[config.mk]
export PLATFORM = sky130hd
export DESIGN_NAME = block_draw_ctrl_flat
export DESIGN_NICKNAME = d
export VERILOG_FILES = /design/src/rtl/blk_pkg.sv /design/src/rtl/block_draw_ctrl_if.sv /design/src/rtl/pix_watchdog.sv /design/src/rtl/block_draw_ctrl.sv /design/src/flat_wrapper.sv
export SDC_FILE = /design/constraint.sdc
export NUM_CORES = 1
export LEC_CHECK = 0
export BUFFER_PORTS_ARGS = -buffer_cell sky130_fd_sc_hd__buf_4
export CELL_PAD_IN_SITES_DETAIL_PLACEMENT = 1
export CELL_PAD_IN_SITES_GLOBAL_PLACEMENT = 1
export CORE_MARGIN = 2
export CORE_UTILIZATION = 38
export CTS_BUF_LIST = sky130_fd_sc_hd__clkbuf_16
export CTS_CLUSTER_SIZE = 10
export DETAILED_ROUTE_END_ITERATION = 7
export PLACE_DENSITY_LB_ADDON = 0.1
export SLEW_MARGIN = 15
export SYNTH_ARGS = -nofsm -noshare
export SYNTH_HDL_FRONTEND = slang
export SYNTH_SLANG_ARGS = --single-unit
[constraint.sdc]
create_clock -name clk -period 1.9 [get_ports clk]
set_clock_uncertainty 0.05 [all_clocks]
set_input_delay 0.095 -clock clk [delete_from_list [all_inputs] [get_ports clk]]
set_output_delay 0.095 -clock clk [all_outputs]
set_load 0.02 [all_outputs]
[src/rtl/blk_pkg.sv]
// Shared types and constants for the square-plot sequencer.
package blk_pkg;

  localparam int unsigned X_W           = 8;
  localparam int unsigned Y_W           = 7;
  localparam int unsigned C_W           = 3;
  localparam logic [C_W-1:0] BG_COLOUR  = 3'b000;
  localparam int unsigned PIX_PER_BLOCK = 16;
  // Wide enough to hold PIX_PER_BLOCK itself.
  localparam int unsigned WDOG_W        = 5;

  typedef enum logic [2:0] {
    StIdle,
    StClrE,
    StErase,
    StClrD,
    StDraw,
    StDone
  } state_e;

endpackage

[src/rtl/block_draw_ctrl_if.sv]
// Request and datapath signals of the square-plot sequencer.
// master: requester/datapath side; slave: the sequencer.
interface block_draw_ctrl_if;
  import blk_pkg::*;

  logic             req_valid;
  logic             req_ready;
  logic             req_erase;
  logic [X_W-1:0]   old_x;
  logic [Y_W-1:0]   old_y;
  logic [X_W-1:0]   new_x;
  logic [Y_W-1:0]   new_y;
  logic [C_W-1:0]   new_colour;
  logic             dp_clear;
  logic             dp_count_en;
  logic [X_W-1:0]   dp_x;
  logic [Y_W-1:0]   dp_y;
  logic [C_W-1:0]   dp_colour;
  logic             dp_done;
  logic             plot;
  logic             done;
  logic             err;

  modport master (
    output req_valid, req_erase, old_x, old_y, new_x, new_y, new_colour, dp_done,
    input  req_ready, dp_clear, dp_count_en, dp_x, dp_y, dp_colour, plot, done, err
  );

  modport slave (
    input  req_valid, req_erase, old_x, old_y, new_x, new_y, new_colour, dp_done,
    output req_ready, dp_clear, dp_count_en, dp_x, dp_y, dp_colour, plot, done, err
  );

endinterface

[src/rtl/pix_watchdog.sv]
// Counts plotted pixels in a pass; flags the last allowed pixel so a
// datapath that never reports done cannot hang the sequencer.
module pix_watchdog
  import blk_pkg::*;
#(
  parameter int unsigned Limit = PIX_PER_BLOCK
) (
  input  logic clk_i,
  input  logic reset_i,
  input  logic clear_i,
  input  logic inc_i,
  output logic last_o
);

  logic [WDOG_W-1:0] cnt_q, cnt_d;

  // Next count: clear wins over increment.
  always_comb begin
    cnt_d = cnt_q;
    if (clear_i) begin
      cnt_d = '0;
    end else if (inc_i) begin
      cnt_d = cnt_q + WDOG_W'(1);
    end
  end

  // Counter register with synchronous reset.
  always_ff @(posedge clk_i) begin
    if (reset_i) begin
      cnt_q <= '0;
    end else begin
      cnt_q <= cnt_d;
    end
  end

  // High on the plot cycle that brings the count to Limit.
  assign last_o = inc_i && (cnt_q == WDOG_W'(Limit - 1));

endmodule

[src/rtl/block_draw_ctrl.sv]
// Square-plot sequencer: optional erase pass at the old position, then a
// draw pass at the new position, each driving the 4x4 datapath.
module block_draw_ctrl
  import blk_pkg::*;
(
  input logic              clk,
  input logic              reset,
  block_draw_ctrl_if.slave bus
);

  state_e state_q, state_d;

  logic [X_W-1:0] old_x_q, new_x_q;
  logic [Y_W-1:0] old_y_q, new_y_q;
  logic [C_W-1:0] new_colour_q;
  logic           err_q;

  logic           accept;
  logic           wd_clear, wd_inc, wd_last;
  logic           err_set;

  logic           dp_clear, dp_count_en, plot, done;
  logic [X_W-1:0] dp_x;
  logic [Y_W-1:0] dp_y;
  logic [C_W-1:0] dp_colour;

  assign bus.req_ready = (state_q == StIdle) && !reset;
  assign accept        = bus.req_valid && bus.req_ready;

  pix_watchdog #(
    .Limit (PIX_PER_BLOCK)
  ) u_pix_watchdog (
    .clk_i   (clk),
    .reset_i (reset),
    .clear_i (wd_clear),
    .inc_i   (wd_inc),
    .last_o  (wd_last)
  );

  // Next state and datapath controls.
  always_comb begin
    state_d     = state_q;
    dp_clear    = 1'b1;
    dp_count_en = 1'b0;
    plot        = 1'b0;
    done        = 1'b0;
    dp_x        = new_x_q;
    dp_y        = new_y_q;
    dp_colour   = new_colour_q;
    wd_clear    = 1'b0;
    wd_inc      = 1'b0;
    err_set     = 1'b0;

    case (state_q)
      StIdle: begin
        if (accept) begin
          state_d = bus.req_erase ? StClrE : StClrD;
        end
      end
      StClrE: begin
        dp_x      = old_x_q;
        dp_y      = old_y_q;
        dp_colour = BG_COLOUR;
        wd_clear  = 1'b1;
        state_d   = StErase;
      end
      StErase: begin
        dp_x        = old_x_q;
        dp_y        = old_y_q;
        dp_colour   = BG_COLOUR;
        dp_clear    = 1'b0;
        dp_count_en = 1'b1;
        plot        = 1'b1;
        wd_inc      = 1'b1;
        if (bus.dp_done || wd_last) begin
          err_set = !bus.dp_done;
          state_d = StClrD;
        end
      end
      StClrD: begin
        wd_clear = 1'b1;
        state_d  = StDraw;
      end
      StDraw: begin
        dp_clear    = 1'b0;
        dp_count_en = 1'b1;
        plot        = 1'b1;
        wd_inc      = 1'b1;
        if (bus.dp_done || wd_last) begin
          err_set = !bus.dp_done;
          state_d = StDone;
        end
      end
      StDone: begin
        done    = 1'b1;
        state_d = StIdle;
      end
      default: state_d = StIdle;
    endcase

    // A reset cycle abandons any pass immediately.
    if (reset) begin
      dp_clear    = 1'b1;
      dp_count_en = 1'b0;
      plot        = 1'b0;
      done        = 1'b0;
      err_set     = 1'b0;
    end
  end

  // State, request capture and sticky error registers.
  always_ff @(posedge clk) begin
    if (reset) begin
      state_q      <= StIdle;
      old_x_q      <= '0;
      old_y_q      <= '0;
      new_x_q      <= '0;
      new_y_q      <= '0;
      new_colour_q <= '0;
      err_q        <= 1'b0;
    end else begin
      state_q <= state_d;
      if (accept) begin
        old_x_q      <= bus.old_x;
        old_y_q      <= bus.old_y;
        new_x_q      <= bus.new_x;
        new_y_q      <= bus.new_y;
        new_colour_q <= bus.new_colour;
      end
      if (err_set) begin
        err_q <= 1'b1;
      end
    end
  end

  assign bus.dp_clear    = dp_clear;
  assign bus.dp_count_en = dp_count_en;
  assign bus.dp_x        = dp_x;
  assign bus.dp_y        = dp_y;
  assign bus.dp_colour   = dp_colour;
  assign bus.plot        = plot;
  assign bus.done        = done;
  assign bus.err         = err_q;

endmodule
[src/flat_wrapper.sv]
// flat-port wrapper written by rule: the top's interface ports become plain ports
module block_draw_ctrl_flat import blk_pkg::*;
  (clk, reset, bus_req_valid, bus_req_erase, bus_old_x, bus_old_y, bus_new_x, bus_new_y, bus_new_colour, bus_dp_done, bus_req_ready, bus_dp_clear, bus_dp_count_en, bus_dp_x, bus_dp_y, bus_dp_colour, bus_plot, bus_done, bus_err);
  block_draw_ctrl_if bus_i ();
  input logic clk;
  input logic reset;
  input wire logic [$bits(bus_i.req_valid)-1:0] bus_req_valid;
  input wire logic [$bits(bus_i.req_erase)-1:0] bus_req_erase;
  input wire logic [$bits(bus_i.old_x)-1:0] bus_old_x;
  input wire logic [$bits(bus_i.old_y)-1:0] bus_old_y;
  input wire logic [$bits(bus_i.new_x)-1:0] bus_new_x;
  input wire logic [$bits(bus_i.new_y)-1:0] bus_new_y;
  input wire logic [$bits(bus_i.new_colour)-1:0] bus_new_colour;
  input wire logic [$bits(bus_i.dp_done)-1:0] bus_dp_done;
  output wire logic [$bits(bus_i.req_ready)-1:0] bus_req_ready;
  output wire logic [$bits(bus_i.dp_clear)-1:0] bus_dp_clear;
  output wire logic [$bits(bus_i.dp_count_en)-1:0] bus_dp_count_en;
  output wire logic [$bits(bus_i.dp_x)-1:0] bus_dp_x;
  output wire logic [$bits(bus_i.dp_y)-1:0] bus_dp_y;
  output wire logic [$bits(bus_i.dp_colour)-1:0] bus_dp_colour;
  output wire logic [$bits(bus_i.plot)-1:0] bus_plot;
  output wire logic [$bits(bus_i.done)-1:0] bus_done;
  output wire logic [$bits(bus_i.err)-1:0] bus_err;
  assign bus_i.req_valid = bus_req_valid;
  assign bus_i.req_erase = bus_req_erase;
  assign bus_i.old_x = bus_old_x;
  assign bus_i.old_y = bus_old_y;
  assign bus_i.new_x = bus_new_x;
  assign bus_i.new_y = bus_new_y;
  assign bus_i.new_colour = bus_new_colour;
  assign bus_i.dp_done = bus_dp_done;
  assign bus_req_ready = bus_i.req_ready;
  assign bus_dp_clear = bus_i.dp_clear;
  assign bus_dp_count_en = bus_i.dp_count_en;
  assign bus_dp_x = bus_i.dp_x;
  assign bus_dp_y = bus_i.dp_y;
  assign bus_dp_colour = bus_i.dp_colour;
  assign bus_plot = bus_i.plot;
  assign bus_done = bus_i.done;
  assign bus_err = bus_i.err;
  block_draw_ctrl u_core (.clk(clk), .reset(reset), .bus(bus_i));
endmodule
# Word-level counts from Yosys, hierarchy flattened
# Index checks and enable logic that the tools add are counted.
word_totals:
  ff_bits: 42
  input_bits: 38
classes:
  eq_ne: 9
  n_mux: 18
  add_sub_neg: 1
  reduce_logical: 12
ops:
  columns: ["cell", "count"]
  rows:
  - ["3-bit one-hot mux with 5 select lines", 1]
  - ["3-bit two-way mux", 4]
  - ["1-bit two-way mux", 10]
  - ["8-bit two-way mux", 1]
  - ["2-bit OR reduction", 4]
  - ["7-bit two-way mux", 1]
  - ["3-bit by 2-bit equality test with 1-bit output (second input constant)", 2]
  - ["3-bit equality test (second input constant)", 2]
  - ["2-bit by 1-bit != test with 1-bit output (second input constant)", 3]
  - ["5-bit by 1-bit adder with 5-bit output (second input constant)", 1]
  - ["5-bit by 4-bit equality test with 1-bit output (second input constant)", 1]
  - ["3-bit by 1-bit equality test with 1-bit output (second input constant)", 1]
  - ["1-bit logical AND", 3]
  - ["3-bit logical NOT", 1]
  - ["3-bit AND reduction", 1]
  - ["1-bit logical NOT", 2]
  - ["2-bit two-way mux", 1]
  - ["1-bit logical OR", 1]

# Depth between registers and ports, before layout
logic_depth:
  ltp_word: 8
  mapped_depth: 7

# Cells and area by module
# A second synthesis with hierarchy kept.
unflattened:
  hier_cells: 180
  area_unflattened_um2: 2159.6
by_module_without_submodules:
  columns: ["mod", "n_inst", "seq_area_each_um2", "cells_each", "area_each_um2"]
  rows:
  - ["block_draw_ctrl", 1, 740.7, 156, 1879.3]
  - ["pix_watchdog", 1, 100.1, 24, 280.3]

# Worst setup path after synthesis
# OpenSTA, ideal clock, no wires.
synth_timing:
  path_type: "register to output"
  from: "register u_core.state_q[1]"
  to: "output port bus_plot"
  slack_ps: 254
  required_ps: 1755
  t_arrival_ps: 1501
  path_buffers: 2
  stages_incl_launch_ff: 6
  cell_sequence: "dfxtp_1 > buf_6 > xnor2_4 > or3_1 > inv_1 > buf_4"
synth_via:
  elab_chain_len: 4
synth_lines:
  columns: ["element", "line", "text"]
  rows:
  - ["start: declaration", "block_draw_ctrl.sv:11", "state_e state_q, state_d;"]
  - ["start signal: assignment", "block_draw_ctrl.sv:114", "state_q <= StIdle;"]
  - ["start signal: assignment", "block_draw_ctrl.sv:122", "state_q <= state_d;"]
  - ["3-bit by 2-bit equality test with 1-bit output or 3-bit equality test (tied branches)", null, null]
  - ["2-bit OR reduction (no line) (*)", null, null]
  - ["1-bit two-way mux (*) (2 in series)", null, null]
  - ["end: declaration", "flat_wrapper.sv:21", "output wire logic [$bits(bus_i.plot)-1:0] bus_plot;"]
# Mark *: on every way between the ends. The rest lies on a longest branch, timed or not.

# Worst setup path in the final report
layout_timing:
  from: "register u_core.state_q[1]"
  to: "output port bus_plot"
layout_via:
  elab_chain_len: 4
layout_lines:
  columns: ["element", "line", "text"]
  rows:
  - ["3-bit by 2-bit equality test with 1-bit output or 3-bit equality test (tied branches)", "block_draw_ctrl.sv:54", "case (state_q)"]
  - ["2-bit OR reduction (no line) (*)", null, null]
  - ["1-bit two-way mux (*)", "block_draw_ctrl.sv:54", null]
  - ["1-bit two-way mux (*)", "block_draw_ctrl.sv:102", "if (reset) begin"]
# Marked as above.

==> summary.md <==
| Metric | Value |
|---|---|
| Outcome | `complete, no violations` |
| CTS HTree Levels | `2` |
| Area growth from synthesis to layout | `43.5%` |
| Static leakage power | `~0.0014 uW` |
| FF-to-FF setup slack | `0.27 ns` |
| Design Area, Final | `slightly below 3000 um2` |
| Initial Util | `0.400` |
| Vias in the first global route | `between 1500 and 2000` |
| Final period util | `0.959` |
| Switch share | `0.292` |
| Clk pwr share | `0.329` |
| Fin crit period | `roughly 1.8 ns` |
| Critical path's slowest cell | `dfxtp_1` |
| Final Hold Violating Endpoints | `0` |
| Starting DRT DRC Count | `between 50 and 60` |
| CTS tree | `yes` |
| Die Wd | `about 78 um` |
| Fin. max-slew vios | `0` |
| Pin count of the biggest net entering global routing | `43` |
| Hold_sp | `bus_dp_done` |
| Worst path most repeated cell | `buf_4` |
| Core Region | `between 5000 and 6000 um2` |
| Clock sinks | `42` |
| Layout cell share with drive strength beyond 1 | `0.307` |
| CP Max Fanout | `10` |
| Unique cell type count in the Yosys netlist | `32` |
| Post-synthesis register bit count | `between 40 and 50` |
| DRT antenna net count | `0` |
| WS Path Type | `flip-flop to output port` |
| Hold path endpoint | `u_core.state_q[1]` |
| Routed vias/inst | `approximately 4.7` |
| Root Buffer | `clkbuf_16` |
| Antenna violations before repair | `0` |
| RSZ-0062 raised after global routing | `no` |
| NumNets Final | `about 350` |
| Reg2reg start | `u_core.u_pix_watchdog.cnt_q[0]` |
| CP max stage delay | `about 0.42 ns` |
| Reg area | `843 um2` |
| Worst slew pin tran | `just under 0.4 ns` |
| CP required | `~1.8 ns` |
| DRC | `0` |
| Post-synth net total | `approximately 260` |
| Multi-input logic area | `slightly above 1000 um2` |
| Clock Tree Buf Depth | `2` |
| I/O pin count | `62` |
| Fmax | `549 MHz` |
| Clk slew on worst S/H paths | `approximately 0.060 ns` |
| Worst-path cell chain | `buf_4 > xnor2_4 > or3_1 > inv_1 > buf_4` |
| Reg2reg path depth | `6` |
| Worst-skew pair later-pin latency | `0.28 ns` |
| Commonest non-fill, non-tap cell in the layout | `nand2_1` |
| Synth warn | `0` |
| Maximum VDD drop | `approximately 540 uV` |
| CP endpoint kind | `output port` |
| Most frequent cells in the layout | `69 x nand2_1, 64 x buf_4, 40 x dfxtp_1, 33 x nand3b_1, 33 x dlygate4sd3_1` |
| Synth Area per Inst | `9.24 um2` |
| Die height | `a little under 80 um` |
| Pwr dens | `just under 1000 nW/um2` |
| Hold depth | `4` |
| Synth Cell Area | `between 2000 and 2500 um2` |
| Delay-heaviest family, CP | `buffers and inverters` |
| Syn Inst Count | `224` |
| Pre-antenna DRT Iters | `4` |
| Sw power | `between 800 and 900 uW` |
| Post-synthesis sequential area ratio | `0.406` |
| GRT Overall Usage | `0.194` |
| Area after DPL | `~2500 um2` |
| Internal power | `between 2000 and 2500 uW` |
| GP Congestion | `0.732` |
| Dpl hpwl | `~3200 um` |
| Setup tns final | `0 ns` |
| Via count | `between 1500 and 2000` |
| Critical path arrival | `between 1.5 and 2 ns` |
| Ant. Diodes | `0` |
| Reg-to-Reg End | `u_core.state_q[1]` |
| Wirelength per Cell | `approximately 14 um` |
| Reg power frac | `0.368` |
| CTS buffer count | `5` |
| Die area | `around 6000 um2` |
| Port Buffer Count | `just over 60` |
| Logic gate share of total power | `0.303` |
| Grt ovf | `0` |
| Hold Crit Class | `primary input to flip-flop` |
| FILL cells | `between 600 and 700` |
| Row count | `26` |
| CP bufs+invs | `3` |
| Slew headroom | `0.743` |
| Final setup fails | `0` |
| Final wirelength | `roughly 5400 um` |
| MaxCap Viol Count | `0` |
| CP Launch Type | `flip-flop` |
| First-pass GRT wire length | `~9200 um` |
[logic make-up (layout without fill, tap and decap cells)]
| family | Yosys count | after routing | synth area share |
|---|---|---|---|
| fa+ha+maj | 2 | 2 | 0.0121 |
| mux | 15 | 15 | 0.0816 |
| xor+xnor | 5 | 5 | 0.0302 |
| flops | 42 | 42 | 0.406 |
| compound gates | 11 | 11 | 0.0345 |
| buf+inv | 22 | 111 | 0.0973 |
| simple gates | 127 | 127 | 0.338 |
[stage by stage]
| stage | hold slack (ns) | setup slack (ns) | instances | power [uW] | utilization |
|---|---|---|---|---|---|
| 6_report | 0.0797 | 0.0787 | 383 | 2860 | 0.574 |
| 3_5_place_dp | 0.234 | 0.259 | 342 | 1880 | 0.478 |
| 3_3_place_gp | 0.227 | 0.328 | 342 | 1870 | 0.478 |
| 4_1_cts | 0.0721 | 0.0204 | 383 | 2880 | 0.574 |
| 2_1_floorplan | 0.144 | 0.254 | 224 | 1640 | - |
| 5_1_grt | 0.113 | 0.0109 | 383 | 3010 | 0.574 |
[tightest hold or removal path: stages]
cell and delay (ns):
buf_4 0.10, nor4_4 0.05, nand2_1 0.06, o21ai_0 0.06
[metal layers]
| layer | wire length [um] | global-route usage |
|---|---|---|
| met3 | 214 | 0.0384 |
| met5 | 0 | 0 |
| met4 | 87 | 0.0750 |
| met2 | 2760 | 0.341 |
| met1 | 2370 | 0.232 |
[cells in the mapped netlist]
| cell type | instances | area share |
|---|---|---|
| a211o_1 | 2 | 0.0085 |
| or3_1 | 2 | 0.0060 |
| nor2b_1 | 3 | 0.0091 |
| nor4_4 | 2 | 0.021 |
| ha_1 | 2 | 0.012 |
| xnor2_1 | 4 | 0.017 |
| mux2_2 | 15 | 0.082 |
| dfxtp_1 | 42 | 0.41 |
| nand2b_1 | 1 | 0.0030 |
| o21ai_0 | 3 | 0.0073 |
| nor3_2 | 1 | 0.0048 |
| a21oi_1 | 2 | 0.0048 |
| clkbuf_1 | 4 | 0.0073 |
| and3_1 | 1 | 0.0030 |
| nor4b_1 | 1 | 0.0042 |
| nand3b_1 | 33 | 0.12 |
| nand3_1 | 2 | 0.0048 |
| nor2_1 | 5 | 0.0091 |
| buf_12 | 4 | 0.039 |
| nand2_1 | 69 | 0.13 |
| buf_6 | 6 | 0.033 |
| buf_2 | 1 | 0.0024 |
| inv_1 | 5 | 0.0091 |
| nor3b_2 | 1 | 0.0060 |
| nor3_1 | 3 | 0.0073 |
| and2_4 | 1 | 0.0042 |
| a31oi_1 | 1 | 0.0030 |
| a211oi_1 | 2 | 0.0073 |
| nor2_4 | 2 | 0.011 |
| xnor2_4 | 1 | 0.013 |
| buf_4 | 2 | 0.0073 |
| a21o_1 | 1 | 0.0036 |
[registers in the layout (all words and copies together) (netlist names)]
signal and flops:
u_core.new_x_q 8, u_core.old_x_q 8, u_core.new_y_q 7, u_core.old_y_q 7
u_core.u_pix_watchdog.cnt_q 5, u_core.new_colour_q 3, u_core.state_q 3, u_core.bus.err 1
[how the worst max path moves through the flow]
stage / cells past startpoint / endpoint / slack (ns) / from
final: 5 / bus_plot / 0.08 / u_core.state_q[1]
after global placement: 6 / u_core.state_q[1] / 0.33 / u_core.u_pix_watchdog.cnt_q[0]
after global routing: 5 / bus_plot / 0.01 / u_core.state_q[1]
after CTS: 5 / bus_dp_x[1] / 0.02 / u_core.state_q[0]
after floorplan: 5 / bus_plot / 0.25 / u_core.state_q[1]
after detailed placement: 6 / u_core.state_q[1] / 0.26 / u_core.u_pix_watchdog.cnt_q[0]
[cell type report]
class / instances / area share
timing repair buffer: 98 / 0.280
clock buffer: 5 / 0.0421
inverter: 5 / 0.00632
sequential: 42 / 0.284
multi-input combinational: 160 / 0.346
clock inverter: 3 / 0.0126
tap: 70 / 0.0295
[power groups by stage]
stage                     logic, uW  clock network (uW)  registers, uW
final                           865                 942           1050
after global placement          807                   0           1070
after CTS                       875                 958           1050
after detailed placement        815                   0           1070
after floorplan                 600                   0           1040
after global routing            945                1000           1070
[repair_timing]
action                                  CTS  global route
endpoints found under the setup margin    0            17
hold buffers                             33             0
gates resized for setup                   0             2
setup buffers                             0             0
endpoints found under the hold margin    33             0
Note: power is estimated with default switching activity, not from simulation.
